### src/rtl/eaglesong_bit_matrix_step.sv
// Bit-serial Eaglesong bit-matrix step: out_word[j] = XOR_k (in_word[k] & M[16k+j]).
// Requests one matrix bit per cycle from an external lookup and accumulates 256 terms per state.
module eaglesong_bit_matrix_step #(
  parameter int WORD_W  = 32,
  parameter int N_WORDS = 16
) (
  input  logic                      clk,
  input  logic                      rst_n,
  input  logic                      in_valid,
  output logic                      in_ready,
  input  logic [WORD_W*N_WORDS-1:0] in_state,
  output logic                      out_valid,
  input  logic                      out_ready,
  output logic [WORD_W*N_WORDS-1:0] out_state,
  output logic [7:0]                bit_index_to_request,
  input  logic                      requested_bit
);

  localparam int CW = $clog2(N_WORDS);
  localparam logic [CW-1:0] LAST = CW'(N_WORDS - 1);

  typedef enum logic [1:0] {
    IDLE = 2'd0,
    RUN  = 2'd1,
    DONE = 2'd2
  } state_t;

  state_t                    state_q, state_d;
  logic [CW-1:0]             k_q, k_d;
  logic [CW-1:0]             j_q, j_d;
  logic [WORD_W-1:0]         acc_q, acc_d;
  logic [WORD_W*N_WORDS-1:0] in_reg_q;
  logic [WORD_W*N_WORDS-1:0] out_reg_q;

  logic              capture;
  logic              word_wr;
  logic [WORD_W-1:0] in_word;
  logic [WORD_W-1:0] acc_next;

  assign in_word  = in_reg_q[k_q*WORD_W +: WORD_W];
  assign acc_next = acc_q ^ (requested_bit ? in_word : '0);

  // k is the inner loop, so one output word is finished every N_WORDS cycles.
  always_comb begin
    state_d              = state_q;
    k_d                  = k_q;
    j_d                  = j_q;
    acc_d                = acc_q;
    in_ready             = 1'b0;
    out_valid            = 1'b0;
    bit_index_to_request = '0;
    capture              = 1'b0;
    word_wr              = 1'b0;
    case (state_q)
      IDLE: begin
        in_ready = 1'b1;
        if (in_valid) begin
          capture = 1'b1;
          k_d     = '0;
          j_d     = '0;
          acc_d   = '0;
          state_d = RUN;
        end
      end
      RUN: begin
        bit_index_to_request = 8'({k_q, j_q});
        if (k_q == LAST) begin
          word_wr = 1'b1;
          acc_d   = '0;
          k_d     = '0;
          j_d     = j_q + 1'b1;
          if (j_q == LAST) state_d = DONE;
        end else begin
          acc_d = acc_next;
          k_d   = k_q + 1'b1;
        end
      end
      DONE: begin
        out_valid = 1'b1;
        if (out_ready) state_d = IDLE;
      end
      default: state_d = IDLE;
    endcase
  end

  // The result is masked outside DONE so partially rewritten words never leak out.
  assign out_state = out_valid ? out_reg_q : '0;

  always_ff @(posedge clk or negedge rst_n) begin
    if (!rst_n) begin
      state_q   <= IDLE;
      k_q       <= '0;
      j_q       <= '0;
      acc_q     <= '0;
      in_reg_q  <= '0;
      out_reg_q <= '0;
    end else begin
      state_q <= state_d;
      k_q     <= k_d;
      j_q     <= j_d;
      acc_q   <= acc_d;
      if (capture) in_reg_q <= in_state;
      if (word_wr) out_reg_q[j_q*WORD_W +: WORD_W] <= acc_next;
    end
  end

endmodule

### config.mk
export PLATFORM = sky130hd
export DESIGN_NAME = eaglesong_bit_matrix_step
export DESIGN_NICKNAME = d
export VERILOG_FILES = /design/src/rtl/eaglesong_bit_matrix_step.sv
export SDC_FILE = /design/constraint.sdc
export NUM_CORES = 2
export LEC_CHECK = 0
export BUFFER_PORTS_ARGS = -buffer_cell sky130_fd_sc_hd__clkbuf_2
export CAP_MARGIN = 20
export CORE_AREA = 2 2 402 404
export DETAILED_ROUTE_END_ITERATION = 12
export DIE_AREA = 0 0 404 406
export PLACE_DENSITY = 0.47
export SLEW_MARGIN = 25
export SYNTH_ARGS = -nofsm -noshare
export SYNTH_HDL_FRONTEND = slang
export SYNTH_SLANG_ARGS = --single-unit
### constraint.sdc
create_clock -name clk -period 2.5 [get_ports clk]
set_input_delay 0.625 -clock clk [delete_from_list [all_inputs] [get_ports clk]]
set_output_delay 0.625 -clock clk [all_outputs]
set_load 0.1 [all_outputs]
## Word-level counts from Yosys, hierarchy flattened

Cells that the tools add are included.

| storage, ports and cells | value |
|---|---|
| register bits after elaboration | 1066 |
| bits of input ports | 517 |
| output and inout bits | 522 |
| logic and storage cells | 49 |

| cells by class | value |
|---|---|
| $add $sub $neg | 3 |
| equal/unequal tests | 8 |
| shift operators | 3 |
| mux-type cells | 23 |
| bitwise logic cells | 1 |
| reduce and logical (&&, ||, !) cells | 5 |

Operator list:

| cell | count |
|---|---|
| 512-bit bitwise mux | 1 |
| 512-bit two-way mux | 1 |
| 32-bit by 34-bit variable shift with 512-bit output, first input constant | 1 |
| 32-bit by 34-bit indexed part select with 512-bit output | 1 |
| 512-bit by 10-bit indexed part select with 32-bit output | 1 |
| 32-bit two-way mux | 3 |
| 32-bit case mux with 2 select lines | 1 |
| 9-bit negation with 34-bit output | 1 |
| 32-bit bitwise XOR | 1 |
| 4-bit case mux with 2 select lines | 2 |
| 4-bit two-way mux | 3 |
| 4-bit by 1-bit adder with 4-bit output, second input constant | 2 |
| 4-bit equality test, second input constant | 2 |
| 2-bit two-way mux | 4 |
| 8-bit two-way mux | 1 |
| 2-bit inequality test, second input constant | 4 |
| 1-bit two-way mux | 6 |
| 2-bit case mux with 3 select lines | 1 |
| 4-bit AND reduction | 1 |
| 3-bit AND reduction | 1 |
| 2-bit by 1-bit equality test with 1-bit output, second input constant | 1 |
| 2-bit equality test, second input constant | 1 |
| 2-bit zero test | 1 |
| 2-bit AND reduction | 1 |
| 2-bit nonzero test | 1 |

## Depth between registers and ports, before layout

| depth | value |
|---|---|
| depth in word-level cells | 5 |
| depth in mapped cells | 10 |
| gate-level depth less buffers | 8 |

## Least setup slack after synthesis

Ideal clock, no wire load.

| timing path | value |
|---|---|
| path type | reg2out |
| start | reg state_q[0] |
| end | out out_state[502] |
| arrival | 2615 ps |
| data required time | 1875 ps |
| setup slack | -740 ps |
| cell stages (with the launch flop) | 5 |
| path through | dfrtp_1 nor2b_1 clkbuf_1 clkbuf_1 and2_1 |

| between the ends | value |
|---|---|
| cells in the longest elaborated chain, start to end | 3 |

Ends and longest elaborated chain:

| what | line | source |
|---|---|---|
| start, declared | 28 | `state_t state_q, state_d;` |
| start signal, assigned | 98 | `state_q <= state_d;` |
| 2-bit equality test | 54 | `case (state_q)` |
| 1-bit two-way mux | 54 |  |
| net out_valid | 12 | `output logic out_valid,` |
| 512-bit two-way mux | 87 | `assign out_state = out_valid ? out_reg_q : '0;` |
| end, declared | 14 | `output logic [WORD_W*N_WORDS-1:0] out_state,` |

The timed path passes the listed nets, and every way through them passes these cells.

## Worst setup path in the final report

| timing path | value |
|---|---|
| start | reg state_q[0] |
| end | out out_state[487] |

| between the ends | value |
|---|---|
| cells in the longest elaborated chain, start to end | 3 |

Ends and longest elaborated chain:

| what | line |
|---|---|
| 2-bit equality test | 54 |
| 1-bit two-way mux | 54 |
| 512-bit two-way mux | 87 |

No other way between the ends.

==> summary.md <==
| Metric | Value |
|---|---|
| Period utilization | `115.6%` |
| Number of library cell types mapped by synthesis | `38` |
| GR Overflow Total | `0` |
| Final slew viol count | `0` |
| Type of the tightest min-delay check | `input port to flop` |
| Most used cell along the critical path | `sky130_fd_sc_hd__buf_12` |
| RSZ-0062 raised after global routing | `true` |
| Share of async-settable or async-resettable flops after synthesis | `100.0%` |
| Number of global-route vias before repair | `40850` |
| Hold Worst Slack | `0.07100 ns` |
| Port Buffers | `1038` |
| Clock insertion delay at the later pin of the skew report | `0.76 ns` |
| DRC errors left | `0` |
| Die ar. | `164000 um2` |
| Critical path class | `flop to output pin` |
| Vias/cell | `4.704` |
| # rows | `147` |
| Peak VDD IR | `819.2 uV` |
| Final setup slack of the worst path | `-0.3904 ns` |
| Slew at the pin with the worst max-slew slack | `0.7291 ns` |
| Buffers from clock root to sink, at most | `3` |
| Wire length of the first global-routing pass | `288400 um` |
| Kind of end point of the critical path | `output pin` |
| Clock input transition at the sequential cells of the worst setup and hold paths | `0.06 ns` |
| Count of mapped cells out of synthesis | `5221` |
| Area inside the core boundary | `159600 um2` |
| Cell at the slowest stage of the critical path | `sky130_fd_sc_hd__dfrtp_2` |
| Critical path data arrival time | `2.27 ns` |
| Height of the die | `406 um` |
| Worst relative slew slack | `51.39%` |
| Critical Path Fanout Max | `16` |
| Final std cells w/o fill | `8655` |
| Cell at the root of the clock tree | `sky130_fd_sc_hd__clkbuf_16` |
| HPWL after detailed placement | `149600 um` |
| Total I/O pin count | `1039` |
| Max Clk Rate | `0.3460 GHz` |
| Area growth syn-to-layout | `53.82%` |
| Clock tree from TritonCTS | `built` |
| Final Cell Area | `73240 um2` |
| Worst Path Required | `1.88 ns` |
| Clock period minus worst slack | `2.890 ns` |
| Post-Route WL | `204900 um` |
| Num CTS Buffers | `119` |
| Worst path cell trace | `nor2b_4 -> buf_12 -> buf_16 -> clkbuf_16 -> and2_2 -> buf_12` |
| Global router's overall resource usage | `24.09%` |
| Slowest cell delay on critical path | `0.42 ns` |
| Initial DRT Pass Iterations | `7` |
| Power per unit of standard cell area | `1000 nW/um2` |
| Combined area of all synthesized cells | `47610 um2` |
| Static leakage | `36.27 nW` |
| Top flip-flop cell by instance count after synthesis | `sky130_fd_sc_hd__dfrtp_1` |
| Placed Cells | `8288` |
| Synthesis-stage register bit count | `1066` |
| Status | `finished, violations left` |
| Warning count from the yosys run | `0` |
| Average instance area after synthesis | `9.120 um2` |
| Number of antenna violations at the first check in global routing | `7` |
| Iter 0 DRT Violations | `2412` |
| Worst slack at placement | `-0.4885 ns` |
| Number of H-tree levels | `3` |
| Setup clock skew after layout | `0.08561 ns` |
| Utilization after layout | `45.88%` |
| Dpl cell area | `66580 um2` |
| Startpoint class of the critical path | `flop` |
| Number of enable flip-flop cells after synthesis | `0` |
| Hold Violations, Final | `0` |
| Largest net degree at the start of global routing | `103` |
| Maxcap violations | `0` |
| Die width | `404 um` |
| Seq/Total Area, Yosys | `56.02%` |
| Weighted congestion reported at the end of routability-driven placement | `0.8668` |
| Violated checks | `negative setup slack` |
| Sinks on the clock net | `1066` |
| Effective utilization at floorplan | `29.82%` |
| Total of endpoints with negative setup slack in the final report | `1003` |
| NumNets Final | `6981` |
| Number of nets with antenna violations after detailed routing | `0` |
| Average wire length per cell after detail routing | `23.67 um` |
| Number of nets produced by synthesis | `5742` |
| Share of cells above drive strength 1 | `34.97%` |
| Vias | `40710` |
-- per-stage QoR --
stage | setup TNS, ns | power, mW
floorplan | -0.1026 | 35.93
global placement | -46.52 | 53.47
detailed placement | -69.71 | 53.82
CTS | -296.62 | 73.15
global route | -333.45 | 77.04
finish | -230.83 | 73.26
-- final timing paths --
check,startpoint,to,slack [ns],cells past startpoint
min in group asynchronous,rst_n,in_reg_q[44],0.37,2
worst max register to register,k_q[0],out_reg_q[173],-0.33,11
max in group asynchronous,rst_n,out_reg_q[265],0.98,4
worst min-delay path,in_state[427],in_reg_q[427],0.07,3
worst max-delay path,state_q[0],out_state[487],-0.39,6
worst min register to register,out_reg_q[163],out_reg_q[163],0.47,2
-- cell families after synthesis --
kind of cell,count (synthesis),synth area share [%]
buffers and inverters,386,3.569
multiplexers,257,5.405
AO/OA/AOI/OAI,744,9.166
XOR/XNOR,36,1.167
AND/OR/NAND/NOR,2728,24.56
adder cells (fa/ha/maj),4,0.1051
flip-flops,1066,56.02
-- flip-flops by register name, summed over array words and instances, names as in the netlist --
name,count
in_reg_q,512
out_reg_q,512
acc_q,32
j_q,4
k_q,4
state_q,2
-- cells in the mapped netlist (all sizes together), types with 2 or more instances --
master | n | area, um2
nor3 | 3 | 15.01
xor2 | 3 | 26.28
dfrtp | 1066 | 26680
o21ai | 552 | 2883
xnor2 | 33 | 529.3
buf | 93 | 588.1
a22oi | 128 | 960.9
nor4 | 2 | 18.77
nor2b | 6 | 37.54
nand3 | 41 | 220.2
inv | 5 | 18.77
o221a | 32 | 360.4
mux2i | 256 | 2562
nand2 | 2098 | 7875
clkbuf | 288 | 1092
ha | 4 | 50.05
a21oi | 32 | 160.2
nand2b | 2 | 12.51
and2 | 522 | 3266
nor2 | 45 | 168.9
nand3b | 4 | 41.29
-- where the power goes --
group,internal [mW],switching (mW)
registers,21.0,2.51
clock network,11.2,7.78
logic,12.8,18.0
-- critical path, delay by kind of cell (launching register included) --
family,cells,cell delay (ns)
AND/OR/NAND/NOR,2,0.31
flip-flops,1,0.42
buffers and inverters,4,0.75
-- layer usage --
layer / global-route usage (%) / vias up / share of wire [%]
met2: 40.87 / 1249 / 49
met3: 3.619 / 245 / 5.1
met4: 8.202 / 4 / 3.5
met5: 0 / - / 0.012
li1: - / 19400 / -
met1: 31.34 / 19810 / 42
-- cell type report --
cell class | instances | area [um2]
Fill cell | 15400 | 86410
Clock inverter | 61 | 868.3
Clock buffer | 165 | 3402
Inverter | 5 | 18.77
Sequential cell | 1066 | 26680
Antenna cell | 4 | 10.01
Tap cell | 2086 | 2610
Multi-Input combinational cell | 3769 | 20650
Timing Repair Buffer | 1499 | 18990
-- layout by cell type (no fill, tap or decap), drive strengths merged, types with 6 or more instances in the layout --
cell,count
a22oi,128
xnor2,33
o221a,32
nand2,2098
mux2i,256
nor2b,6
bufinv,16
and2,522
inv,9
clkbuf,697
a21oi,32
o21ai,552
dlygate4sd3,65
dfrtp,1066
nor2,45
buf,902
nand3,41
clkinv,37
-- repair_timing --
action                                  in CTS  in global routing
endpoints found under the hold margin       76                  0
gates resized for setup                     65                181
gates cloned                                 8                 21
buffers inserted                             9                 39
pin swaps                                   15                 73
endpoints found under the setup margin    1024               1041
hold buffers                                65                  0
(Power assumes the default switching activity.)
